==> src/rtl/datapath_pkg.sv <==
// Shared types, ALU codes and R-type decode for the datapath sequencer.
package datapath_pkg;

    typedef enum logic [1:0] {
        IDLE,
        DECODE,
        EXECUTE,
        WRITEBACK
    } state_t;

    localparam logic [2:0] ALU_AND = 3'b000;
    localparam logic [2:0] ALU_OR  = 3'b001;
    localparam logic [2:0] ALU_ADD = 3'b010;
    localparam logic [2:0] ALU_SUB = 3'b110;
    localparam logic [2:0] ALU_SLT = 3'b111;

    localparam logic [6:0] OPC_RTYPE   = 7'b0110011;
    localparam logic [6:0] FUNCT7_BASE = 7'b0000000;
    localparam logic [6:0] FUNCT7_ALT  = 7'b0100000;

    typedef struct packed {
        logic       legal;
        logic [2:0] alu;
    } dec_t;

    function automatic dec_t decode(input logic [31:0] ir);
        dec_t d;
        d.legal = 1'b0;
        d.alu   = ALU_AND;
        if (ir[6:0] == OPC_RTYPE) begin
            case ({ir[31:25], ir[14:12]})
                {FUNCT7_BASE, 3'b000}: begin d.legal = 1'b1; d.alu = ALU_ADD; end
                {FUNCT7_ALT,  3'b000}: begin d.legal = 1'b1; d.alu = ALU_SUB; end
                {FUNCT7_BASE, 3'b111}: begin d.legal = 1'b1; d.alu = ALU_AND; end
                {FUNCT7_BASE, 3'b110}: begin d.legal = 1'b1; d.alu = ALU_OR;  end
                {FUNCT7_BASE, 3'b010}: begin d.legal = 1'b1; d.alu = ALU_SLT; end
                default: begin
                    d.legal = 1'b0;
                    d.alu   = ALU_AND;
                end
            endcase
        end
        return d;
    endfunction

endpackage

==> src/rtl/instr_fifo.sv <==
// Pointer-based instruction FIFO; the extra pointer bit separates full from empty.
module instr_fifo #(
    parameter int DEPTH = 2,
    parameter int WIDTH = 32
) (
    input  logic             clk,
    input  logic             reset,
    input  logic             push,
    input  logic             pop,
    input  logic [WIDTH-1:0] data_in,
    output logic [WIDTH-1:0] data_out,
    output logic             full,
    output logic             empty
);

    localparam int AW = $clog2(DEPTH);
    localparam logic [AW:0] PTR_ONE = 1;

    logic [AW:0]      wr_ptr;
    logic [AW:0]      rd_ptr;
    logic [WIDTH-1:0] mem [DEPTH];
    logic             do_push;
    logic             do_pop;

    assign empty    = (wr_ptr == rd_ptr);
    assign full     = (wr_ptr[AW] != rd_ptr[AW]) &&
                      (wr_ptr[AW-1:0] == rd_ptr[AW-1:0]);
    assign do_push  = push && !full;
    assign do_pop   = pop && !empty;
    assign data_out = mem[rd_ptr[AW-1:0]];

    always_ff @(posedge clk or negedge reset) begin
        if (!reset) begin
            wr_ptr <= '0;
            rd_ptr <= '0;
        end else begin
            if (do_push) wr_ptr <= wr_ptr + PTR_ONE;
            if (do_pop)  rd_ptr <= rd_ptr + PTR_ONE;
        end
    end

    always_ff @(posedge clk) begin
        if (do_push) mem[wr_ptr[AW-1:0]] <= data_in;
    end

endmodule

==> src/rtl/datapath_sequencer.sv <==
// Multi-cycle controller: buffers R-type instructions, drives the register
// block + ALU through DECODE/EXECUTE/WRITEBACK and reports retirement.
module datapath_sequencer #(
    parameter int FIFO_DEPTH = 2,
    parameter int XLEN       = 32
) (
    input  logic            clk,
    input  logic            reset,
    input  logic [XLEN-1:0] instr,
    input  logic            instr_valid,
    output logic            instr_ready,
    output logic [4:0]      read_reg1,
    output logic [4:0]      read_reg2,
    output logic [4:0]      write_reg,
    output logic [2:0]      alu_control,
    output logic            write_on_register,
    input  logic            zero_flag,
    output logic            busy,
    output logic            retire_valid,
    output logic            retire_zero,
    output logic            retire_illegal
);

    import datapath_pkg::*;

    state_t          state;
    state_t          state_nx;
    logic [XLEN-1:0] ir;
    logic [XLEN-1:0] fifo_q;
    logic            fifo_full;
    logic            fifo_empty;
    logic            pop;
    logic            active;
    dec_t            dec;

    instr_fifo #(
        .DEPTH (FIFO_DEPTH),
        .WIDTH (XLEN)
    ) u_fifo (
        .clk      (clk),
        .reset    (reset),
        .push     (instr_valid),
        .pop      (pop),
        .data_in  (instr),
        .data_out (fifo_q),
        .full     (fifo_full),
        .empty    (fifo_empty)
    );

    assign instr_ready = !fifo_full;
    assign dec         = decode(ir[31:0]);
    assign active      = (state != IDLE);
    assign busy        = active || !fifo_empty;

    always_comb begin
        state_nx = state;
        pop      = 1'b0;
        unique case (state)
            IDLE: begin
                if (!fifo_empty) begin
                    pop      = 1'b1;
                    state_nx = DECODE;
                end
            end
            DECODE: begin
                if (dec.legal) begin
                    state_nx = EXECUTE;
                end else if (!fifo_empty) begin
                    pop      = 1'b1;
                    state_nx = DECODE;
                end else begin
                    state_nx = IDLE;
                end
            end
            EXECUTE: state_nx = WRITEBACK;
            WRITEBACK: begin
                if (!fifo_empty) begin
                    pop      = 1'b1;
                    state_nx = DECODE;
                end else begin
                    state_nx = IDLE;
                end
            end
            default: state_nx = IDLE;
        endcase
    end

    always_ff @(posedge clk or negedge reset) begin
        if (!reset) begin
            state          <= IDLE;
            ir             <= '0;
            retire_valid   <= 1'b0;
            retire_zero    <= 1'b0;
            retire_illegal <= 1'b0;
        end else begin
            state <= state_nx;
            if (pop) ir <= fifo_q;
            // Illegal words retire straight out of DECODE, never seeing zero_flag.
            retire_valid   <= (state == WRITEBACK) ||
                              (state == DECODE && !dec.legal);
            retire_zero    <= (state == WRITEBACK) && zero_flag;
            retire_illegal <= (state == DECODE) && !dec.legal;
        end
    end

    assign read_reg1 = active ? ir[19:15] : 5'd0;
    assign read_reg2 = active ? ir[24:20] : 5'd0;
    assign write_reg = active ? ir[11:7]  : 5'd0;

    assign alu_control = (state == EXECUTE || state == WRITEBACK) ?
                         dec.alu : ALU_AND;

    assign write_on_register = (state == WRITEBACK) && dec.legal &&
                               (ir[11:7] != 5'd0);

endmodule

==> config.mk <==
export PLATFORM = sky130hd
export DESIGN_NAME = datapath_sequencer
export DESIGN_NICKNAME = d
export VERILOG_FILES = /design/src/rtl/datapath_pkg.sv /design/src/rtl/instr_fifo.sv /design/src/rtl/datapath_sequencer.sv
export SDC_FILE = /design/constraint.sdc
export NUM_CORES = 1
export LEC_CHECK = 0
export CORE_MARGIN = 10
export CORE_UTILIZATION = 30
export CTS_CLUSTER_DIAMETER = 200
export CTS_CLUSTER_SIZE = 40
export DETAILED_ROUTE_END_ITERATION = 16
export GPL_TIMING_DRIVEN = 0
export PLACE_DENSITY = 0.6
export SYNTH_ARGS = -nofsm -noshare
export SYNTH_HDL_FRONTEND = slang
export SYNTH_HIERARCHICAL = 1
export SYNTH_SLANG_ARGS = --single-unit
==> constraint.sdc <==
create_clock -name clk -period 6.6 [get_ports clk]
set_input_delay 1.32 -clock clk [delete_from_list [all_inputs] [get_ports clk]]
set_output_delay 1.32 -clock clk [all_outputs]
set_load 0.005 [all_outputs]
==> impl_metrics.env, run 1 <==
export IMPL_synth_edf_count=64
export IMPL_clkTransAtPathRegs_ns=0.07
export IMPL_hold_buffers=0
export IMPL_ios=60
export IMPL_dpl_hpwl_um=7320
export IMPL_maxSlewHeadroom_pct=52.0
export IMPL_rsz0062_at_grt="false"
export IMPL_multiInputGateArea_um2=1440
export IMPL_synth_cell_type_count=47
export IMPL_die_height_um=142
export IMPL_hold_path_class="reg -> reg"
export IMPL_wirelength_um=10100
export IMPL_htreeDepth=3
export IMPL_mostFrequentLayoutCells="edfxtp_1, clkdlybuf4s50_1, dfrtp_1"
export IMPL_power_density_nw_per_um2=538
export IMPL_clock_latency_ns=0.34
export IMPL_synth_area_um2=4500
export IMPL_ir_drop_uv=192
export IMPL_max_cap_violations=0
export IMPL_grt_pass1_wl_um=15900
export IMPL_yosysSeqAreaShare_pct=65.6
export IMPL_wire_per_inst_um=18.2
export IMPL_worstMarginPinSlew_ns=0.718
export IMPL_worstPathArrival_ns=2.41
export IMPL_status="complete, no violations"
export IMPL_p_leak_nw=2.15
export IMPL_numCtsBuffers=9
export IMPL_drtAntennaViolNets=0
export IMPL_cts_num_sinks=105
export IMPL_synth_nets=333
export IMPL_root_buffer="clkbuf_16"
export IMPL_ctsLongestPathBuffers=2
export IMPL_track_usage_pct=9.89
export IMPL_grt_max_degree=22
export IMPL_grt_pass1_vias=2954
export IMPL_dp_cells=541
export IMPL_skew_ns=0.00771
export IMPL_fillers=1321
export IMPL_cp_max_fo=10
export IMPL_dr_first_iter_drc_count=211
export IMPL_syn2layout_area_growth_pct=28.7
export IMPL_overflow=0
export IMPL_rr_worst_depth=10
export IMPL_cpPeakStageDelay_ns=0.49
export IMPL_async_flop_share_pct=39.0
export IMPL_drc=0
export IMPL_cts_tree="built"
export IMPL_slowest_stage="clkdlybuf4s50_1"
export IMPL_dieArea_um2=20300
export IMPL_synth_seq_cells=105
export IMPL_period_needed_ns=3.73
export IMPL_first_pass_iters=4
export IMPL_finalHoldViolCount=0
export IMPL_cp_required_ns=5.28
export IMPL_io_buffer_count=59
export IMPL_cts_resized=0
export IMPL_endpoint_kind="primary output"
export IMPL_ys_flop_type="edfxtp_1"
export IMPL_diodes=0
export IMPL_start_util_pct=30.8
export IMPL_gp_congestion=0.823
export IMPL_path_cells="inv_1 -> ha_1 -> clkbuf_1 -> nor2b_1 -> clkdlybuf4s50_1"
export IMPL_synth_warnings=6
export IMPL_fmax_mhz=268
export IMPL_antenna_found_initial=0
export IMPL_finalCritPeriodShare_pct=56.4
export IMPL_vias=2802
export IMPL_rows=44
export IMPL_setup_viol_count_final=0
export IMPL_coreArea_um2=14600
export IMPL_critPathLaunchType="register"
export IMPL_final_common_cell="edfxtp_1"
export IMPL_slew_violations=0
export IMPL_finalPower_mw=3.11
export IMPL_avgSynthCellArea_um2=15.3
export IMPL_layout_drive_gt1_share_pct=22.3
export IMPL_drt_vias_per_instance=5.03
export IMPL_cts_setup_buffers=0
export IMPL_crit_type="reg -> out"
export IMPL_final_cells=557
export IMPL_final_nets=408
export IMPL_seq_area_um2=2950
export IMPL_tns_ns=0
export IMPL_synthCells=293
export IMPL_fp_dieW_um=142
export IMPL_hold_path_cell_count=2
==> metal layers <==
layer	part of all wire, %	routed length [um]	up-vias	GRT usage, %
li1	-	-	1295	-
met1	45	4600	1430	12.3
met2	47	4810	66	15.9
met3	5.3	538	11	2.57
met4	1.7	172	0	4.15
met5	0	0	-	0
==> where the power goes <==
part | internal (mW) | total, mW | leakage (nW) | switching [mW]
Combinational | 0.706 | 1.38 | 0.891 | 0.679
Sequential | 0.959 | 1.08 | 1.08 | 0.123
Clock | 0.417 | 0.646 | 0.180 | 0.229
==> Yosys cell counts, types with 3 or more instances <==
master | count | area share [%]
edfxtp_1 | 64 | 43
dfrtp_1 | 41 | 23
mux2_2 | 33 | 8.3
a22o_1 | 28 | 5.5
a221o_1 | 19 | 4.2
nor2b_1 | 17 | 2.4
nand2_1 | 10 | 0.84
inv_1 | 5 | 0.42
nor2_1 | 5 | 0.42
buf_2 | 4 | 0.45
buf_4 | 4 | 0.67
buf_6 | 4 | 1.0
clkbuf_1 | 4 | 0.33
ha_1 | 4 | 1.1
mux2i_1 | 4 | 0.89
o21ai_0 | 4 | 0.45
a21oi_1 | 3 | 0.33
a21oi_2 | 3 | 0.58
o21ai_1 | 3 | 0.33
==> cells by family (layout without fill, tap and decap cells) <==
family	Yosys count	in the layout	share of synthesized area [%]
flip-flops	105	105	65.6
buffers and inverters	21	101	2.87
AO/OA/AOI/OAI	69	69	13.2
multiplexers	37	37	9.16
XOR/XNOR	4	4	0.946
adder cells (fa/ha/maj)	4	4	1.11
AND/OR/NAND/NOR	53	53	7.10
==> final cells by class <==
| class | instances | share of cell area, % |
|---|---|---|
| Clock buffer | 10 | 4.13 |
| Inverter | 5 | 0.324 |
| Timing Repair Buffer | 64 | 11.7 |
| Tap cell | 184 | 3.98 |
| Multi-Input combinational cell | 167 | 24.8 |
| Buffer | 16 | 1.90 |
| Clock inverter | 6 | 2.23 |
| Sequential cell | 105 | 51.0 |
==> path summary, 6_finish.rpt <==
kind	start	end	slack (ns)
max	state[0]	write_reg[3]	2.87
max in group asynchronous	reset	ir[21]	5.14
min in group asynchronous	reset	u_fifo/wr_ptr[0]	0.95
min reg2reg	ir[0]	ir[0]	0.50
min	ir[0]	ir[0]	0.50
max reg2reg	u_fifo/rd_ptr[0]	ir[4]	3.98
==> flip-flops by register name, indices dropped and copies added, names as in the netlist, named ones only <==
| signal | cells |
|---|---|
| u_fifo/rd_ptr | 2 |
| u_fifo/mem | 64 |
| retire_zero | 1 |
| retire_valid | 1 |
| ir | 32 |
| state | 1 |
| retire_illegal | 1 |
| u_fifo/wr_ptr | 2 |
==> metrics by stage <==
step	setup slack, ns	cell area (um^2)	utilization, %	hold slack [ns]
6_report	2.87	5780	39.6	0.501
3_3_place_gp	0.155	5320	36.4	0.476
2_1_floorplan	2.44	4500	-	0.459
3_5_place_dp	3.23	5420	37.1	0.488
5_1_grt	2.72	5780	39.6	0.522
4_1_cts	2.86	5780	39.6	0.504
==> critical path, delay by kind of cell, from the launching register on <==
family / cells / cell delay (ns)
adders and majority gates: 1 / 0.43
DFF: 1 / 0.44
and+or+nand+nor: 1 / 0.16
buffers and inverters: 3 / 1.04
Power figures use the tool's default switching activity.
==> run 2: changes to the inputs <==
- PLACE_DENSITY: 0.6 -> 0.61
- clock period: 6.6 -> 3.1 ns (I/O delays scaled with it)
==> run 2 against run 1 <==
Compared with the run above: critical path depth unchanged; cell area fell by 0.84%; critical endpoint is now alu_control[2]; clock power is 67% higher; register-to-register slack got worse by 3.4 ns; combinational power increased by 110%; largest power group unchanged; setup slack got worse by 2.7 ns; first-iteration DRC count fell by 24%; clock skew grew 0.0012 ns; sequential share of layout area rose by 0.43 points; die area did not move.
==> impl_metrics.env, run 2 (same netlist as run 1, synthesis figures left out) <==
export IMPL_rows=44
export IMPL_setup_viol_count_final=0
export IMPL_mostFrequentLayoutCells="edfxtp_1, clkdlybuf4s50_1, dfrtp_1"
export IMPL_numCtsBuffers=9
export IMPL_wirelength_um=10000
export IMPL_slowest_stage="clkdlybuf4s50_1"
export IMPL_cp_max_fo=4
export IMPL_ctsLongestPathBuffers=2
export IMPL_dr_first_iter_drc_count=160
export IMPL_cts_num_sinks=105
export IMPL_die_height_um=142
export IMPL_cp_required_ns=2.48
export IMPL_final_common_cell="edfxtp_1"
export IMPL_r2r_slack_ns=0.60
export IMPL_gp_congestion=0.791
export IMPL_period_needed_ns=2.95
export IMPL_coreArea_um2=14600
export IMPL_worstMarginPinSlew_ns=0.718
export IMPL_start_util_pct=30.8
export IMPL_drc=0
export IMPL_diodes=0
export IMPL_dieArea_um2=20300
export IMPL_htreeDepth=3
export IMPL_ir_drop_uv=387
export IMPL_slew_violations=0
export IMPL_largest_reg_flops=64
export IMPL_fmax_mhz=339
export IMPL_first_pass_iters=4
export IMPL_vias=2755
export IMPL_overflow=0
export IMPL_tns_ns=0
export IMPL_antenna_found_initial=0
export IMPL_grt_max_degree=40
export IMPL_finalPower_mw=6.36
export IMPL_drtAntennaViolNets=0
export IMPL_grt_pass1_wl_um=15700
export IMPL_drt_vias_per_instance=4.95
export IMPL_placed_area_um2=5440
export IMPL_critPathLaunchType="register"
export IMPL_worstPathArrival_ns=2.33
export IMPL_p_leak_nw=2.12
export IMPL_ios=60
export IMPL_track_usage_pct=9.92
export IMPL_root_buffer="clkbuf_16"
export IMPL_final_cells=557
export IMPL_finalCritPeriodShare_pct=95.2
export IMPL_io_buffer_count=59
export IMPL_dpl_hpwl_um=7300
export IMPL_clock_latency_ns=0.35
export IMPL_final_cell_area_um2=5740
export IMPL_final_util_pct=39.3
export IMPL_skew_ns=0.00888
export IMPL_power_density_nw_per_um2=1110
export IMPL_max_cap_violations=0
export IMPL_endpoint_kind="primary output"
export IMPL_clkTransAtPathRegs_ns=0.08
export IMPL_dp_cells=540
export IMPL_crit_type="reg -> out"
export IMPL_hold_buffers=0
export IMPL_rsz0062_at_grt="false"
export IMPL_wire_per_inst_um=18.0
export IMPL_grt_pass1_vias=2892
export IMPL_status="complete, no violations"
export IMPL_syn2layout_area_growth_pct=27.6
export IMPL_path_cells="nor4_2 -> nand4_1 -> buf_4 -> nor4_1 -> clkdlybuf4s50_1"
export IMPL_cpPeakStageDelay_ns=0.58
export IMPL_crit_family="simple AND/OR/NAND/NOR gates"
export IMPL_maxSlewHeadroom_pct=52.1
export IMPL_layout_drive_gt1_share_pct=23.1
export IMPL_fp_dieW_um=142
export IMPL_final_nets=408
export IMPL_cts_tree="built"
export IMPL_critical_path_buf_inv_count=2
export IMPL_finalHoldViolCount=0
export IMPL_hold_path_class="in -> async"
-- run 2: worst paths after layout --
check | start | end | depth (start not counted)
max | ir[27] | alu_control[2] | 5
min | reset | u_fifo/wr_ptr[0] | 1
max reg2reg | u_fifo/rd_ptr[0] | ir[4] | 10
min reg2reg | ir[4] | ir[4] | 2
max in group asynchronous | reset | ir[24] | 2
min in group clk | ir[4] | ir[4] | 2
-- run 2: report_power, final --
part           total [mW]  switching, mW  internal (mW)  leakage (nW)
sequential           2.32          0.275           2.04          1.08
clock                1.08          0.524          0.559         0.138
combinational        2.96           1.43           1.53         0.902
-- run 2: what timing repair did --
action,4_1_cts,5_1_grt
setup endpoints to repair,0,12
gates resized for setup,0,3
hold endpoints to repair,0,0
buffers inserted,0,1
-- run 2: layer usage --
layer	share of wire (%)	up-vias	wire length (um)	global-route usage, %
met5	0	-	0	0
met4	1.4	0	144	2.61
met3	6.4	10	641	3.24
met2	48	69	4840	16.1
met1	44	1377	4420	12.4
li1	-	1299	-	-
-- run 2: area by class of cell --
| cell class | instances | area, um^2 |
|---|---|---|
| fillers | 1329 | 8850 |
| flip-flops and latches | 105 | 2950 |
| multi-input cells | 167 | 1440 |
| repair buffers | 64 | 696 |
| well taps | 184 | 230 |
| clock buffers | 9 | 225 |
| plain buffers | 16 | 111 |
| clock inverters | 7 | 62.6 |
| inverters | 5 | 18.8 |
-- run 2: worst register-to-register path, delay by kind of cell, from the launching register on --
family / cells / cell delay, ns
buffers and inverters: 4 / 0.86
AND/OR/NAND/NOR: 3 / 0.45
AO/OA/AOI/OAI: 1 / 0.30
XOR/XNOR: 1 / 0.18
multiplexers: 1 / 0.19
flip-flops: 1 / 0.41
-- run 2: per-stage QoR --
step	worst slack, ns	hold WS (ns)
finish	0.149	0.0773
global route	0.0759	0.0744
CTS	0.00157	0.0717
detailed placement	0.424	0.446
global placement	-1.30	0.476
floorplan	0.365	0.324
==> run 3: changes to the inputs <==
- PLACE_DENSITY: 0.61 -> 0.62
- SYNTH_HIERARCHICAL: 1 -> not set
==> run 3 against run 2 <==
Compared with the run above: non-clock buffer count fell by 5; largest cell class unchanged; via count fell by 17%; critical endpoint unchanged; hold slack improved by 0.12 ns.
==> impl_metrics.env, run 3 <==
export IMPL_status="complete, no violations"
export IMPL_coreArea_um2=13800
export IMPL_avgSynthCellArea_um2=16.7
export IMPL_htreeDepth=3
export IMPL_start_util_pct=30.4
export IMPL_dpl_hpwl_um=6090
export IMPL_drtAntennaViolNets=0
export IMPL_cts_tree="built"
export IMPL_place_ws_ns=-0.342
export IMPL_worstMarginPinSlew_ns=0.889
export IMPL_io_buffer_count=59
export IMPL_grt_pass1_vias=2586
export IMPL_dp_cells=492
export IMPL_synth_area_um2=4200
export IMPL_final_common_cell="edfxtp_1"
export IMPL_synth_top_area_share_pct=45.7
export IMPL_endpoint_kind="primary output"
export IMPL_drt_vias_per_instance=4.46
export IMPL_worstPathArrival_ns=2.41
export IMPL_critPathLaunchType="register"
export IMPL_ir_drop_uv=434
export IMPL_die_height_um=138
export IMPL_slew_violations=0
export IMPL_cp_required_ns=2.48
export IMPL_ys_flop_type="edfxtp_1"
export IMPL_synth_seq_cells=105
export IMPL_finalCritPeriodShare_pct=97.8
export IMPL_vias=2281
export IMPL_overflow=0
export IMPL_grt_pass1_wl_um=14200
export IMPL_p_leak_nw=1.97
export IMPL_mostFrequentLayoutCells="edfxtp_1, mux2_2, clkdlybuf4s50_1"
export IMPL_layout_drive_gt1_share_pct=31.6
export IMPL_final_nets=367
export IMPL_holdWs_ns=0.195
export IMPL_synthTopCellsByCount="edfxtp_1, mux2_2, dfrtp_1"
export IMPL_numCtsBuffers=9
export IMPL_largest_reg_flops=64
export IMPL_async_flop_share_pct=39.0
export IMPL_wire_per_inst_um=17.2
export IMPL_diodes=0
export IMPL_clock_latency_ns=0.34
export IMPL_cp_max_fo=3
export IMPL_antenna_found_initial=0
export IMPL_syn2layout_area_growth_pct=28.9
export IMPL_max_cap_violations=0
export IMPL_fmax_mhz=330
export IMPL_dr_first_iter_drc_count=110
export IMPL_wirelength_um=8790
export IMPL_track_usage_pct=9.45
export IMPL_power_density_nw_per_um2=1070
export IMPL_crit_type="reg -> out"
export IMPL_fp_dieW_um=138
export IMPL_final_util_pct=39.2
export IMPL_ctsLongestPathBuffers=2
export IMPL_fin_ws_ns=0.0693
export IMPL_ios=60
export IMPL_yosysMostFrequentCell="edfxtp_1"
export IMPL_drc=0
export IMPL_dieArea_um2=19100
export IMPL_yosysSeqAreaShare_pct=70.1
export IMPL_synthCells=251
export IMPL_synth_cell_type_count=34
export IMPL_rsz0062_at_grt="true"
export IMPL_ys_top_cells_by_area="edfxtp_1, dfrtp_1, mux2_2"
export IMPL_root_buffer="clkbuf_16"
export IMPL_maxSlewHeadroom_pct=40.7
export IMPL_gp_congestion=0.737
export IMPL_clkTransAtPathRegs_ns=0.07
export IMPL_grt_max_degree=34
export IMPL_first_pass_iters=4
export IMPL_yosysTopAreaCell="edfxtp_1"
export IMPL_synth_nets=291
export IMPL_rows=43
export IMPL_setup_viol_count_final=0
export IMPL_final_cells=512
export IMPL_skew_ns=0.00759
export IMPL_hold_path_class="in -> async"
export IMPL_finalHoldViolCount=0
export IMPL_cts_num_sinks=105
export IMPL_synth_warnings=0
export IMPL_period_needed_ns=3.03
export IMPL_synth_edf_count=64
-- run 3: cell types whose count changed after synthesis, sizes merged, moves of 3 or more --
cell	change
a21oi	-4
a221o	-19
a22o	-29
buf	-8
mux2	+31
mux2i	-4
nand2	-8
nor2b	-3
nor4	-3
o21ai	-3
xnor2	+3
-- run 3: cell type report --
cell class,count,area [um^2]
clock inverters,4,42.5
repair buffers,66,647
inverters,6,22.5
well taps,180,225
multi-input cells,130,1220
flip-flops and latches,105,2950
fillers,1290,8410
plain buffers,9,65.1
clock buffers,12,246
-- run 3: worst paths after layout --
kind | end | cells after the start | slack [ns] | startpoint
setup / recovery | alu_control[2] | 6 | 0.07 | ir[28]
min in group clk | u_fifo.wr_ptr[1] | 1 | 0.48 | u_fifo.wr_ptr[1]
hold reg to reg | u_fifo.wr_ptr[1] | 1 | 0.48 | u_fifo.wr_ptr[1]
hold / removal | retire_illegal | 1 | 0.20 | reset
max in group asynchronous | ir[2] | 2 | 2.41 | reset
setup reg to reg | ir[8] | 7 | 0.29 | ir[28]
-- run 3: cells by family (layout without fill, tap and decap cells) --
| kind of cell | Yosys count | in the layout | synth area share, % |
|---|---|---|---|
| buffers and inverters | 16 | 97 | 1.99 |
| DFF | 105 | 105 | 70.1 |
| muxes | 64 | 64 | 17.1 |
| AOI/OAI and AO/OA | 13 | 13 | 2.44 |
| adders and majority gates | 4 | 4 | 1.19 |
| and+or+nand+nor | 43 | 43 | 5.84 |
| xor gates and xnor gates | 6 | 6 | 1.25 |
-- run 3: report_power, final --
group          switching, mW  total [mW]  internal [mW]
clock                  0.466        1.11          0.642
combinational           1.05        2.36           1.31
sequential             0.216        2.31           2.09
-- run 3: timing repair --
| item | in CTS | in global routing |
|---|---|---|
| setup endpoints to repair | 13 | 11 |
| setup buffers | 4 | 1 |
| hold buffers | 0 | 0 |
| pin swaps | 4 | 0 |
| gates resized for setup | 28 | 3 |
-- run 3: routing by layer --
layer	up-vias	share of wire (%)	wire length, um	GRT usage (%)
met3	10	5.1	447	3.25
li1	1077	-	-	-
met1	1147	43	3760	10.9
met4	0	1.5	136	3.66
met5	-	0	0	0
met2	47	51	4440	15.8
-- run 3: stage by stage --
step                setup TNS, ns  total power, mW  area (um^2)
floorplan                       0             3.85         4200
global placement           -29.93             4.61         5020
detailed placement         -0.753             4.71         5060
CTS                             0             5.86         5400
global route             -0.00654             6.16         5420
finish                          0             5.77         5420
-- run 3: worst max-delay path, stage by stage (launching register included) --
cell and delay, ns:
dfrtp_1 0.38, or4_4 0.55, or4_4 0.43, buf_6 0.13
or2_4 0.25, nor3_4 0.19, buf_2 0.14
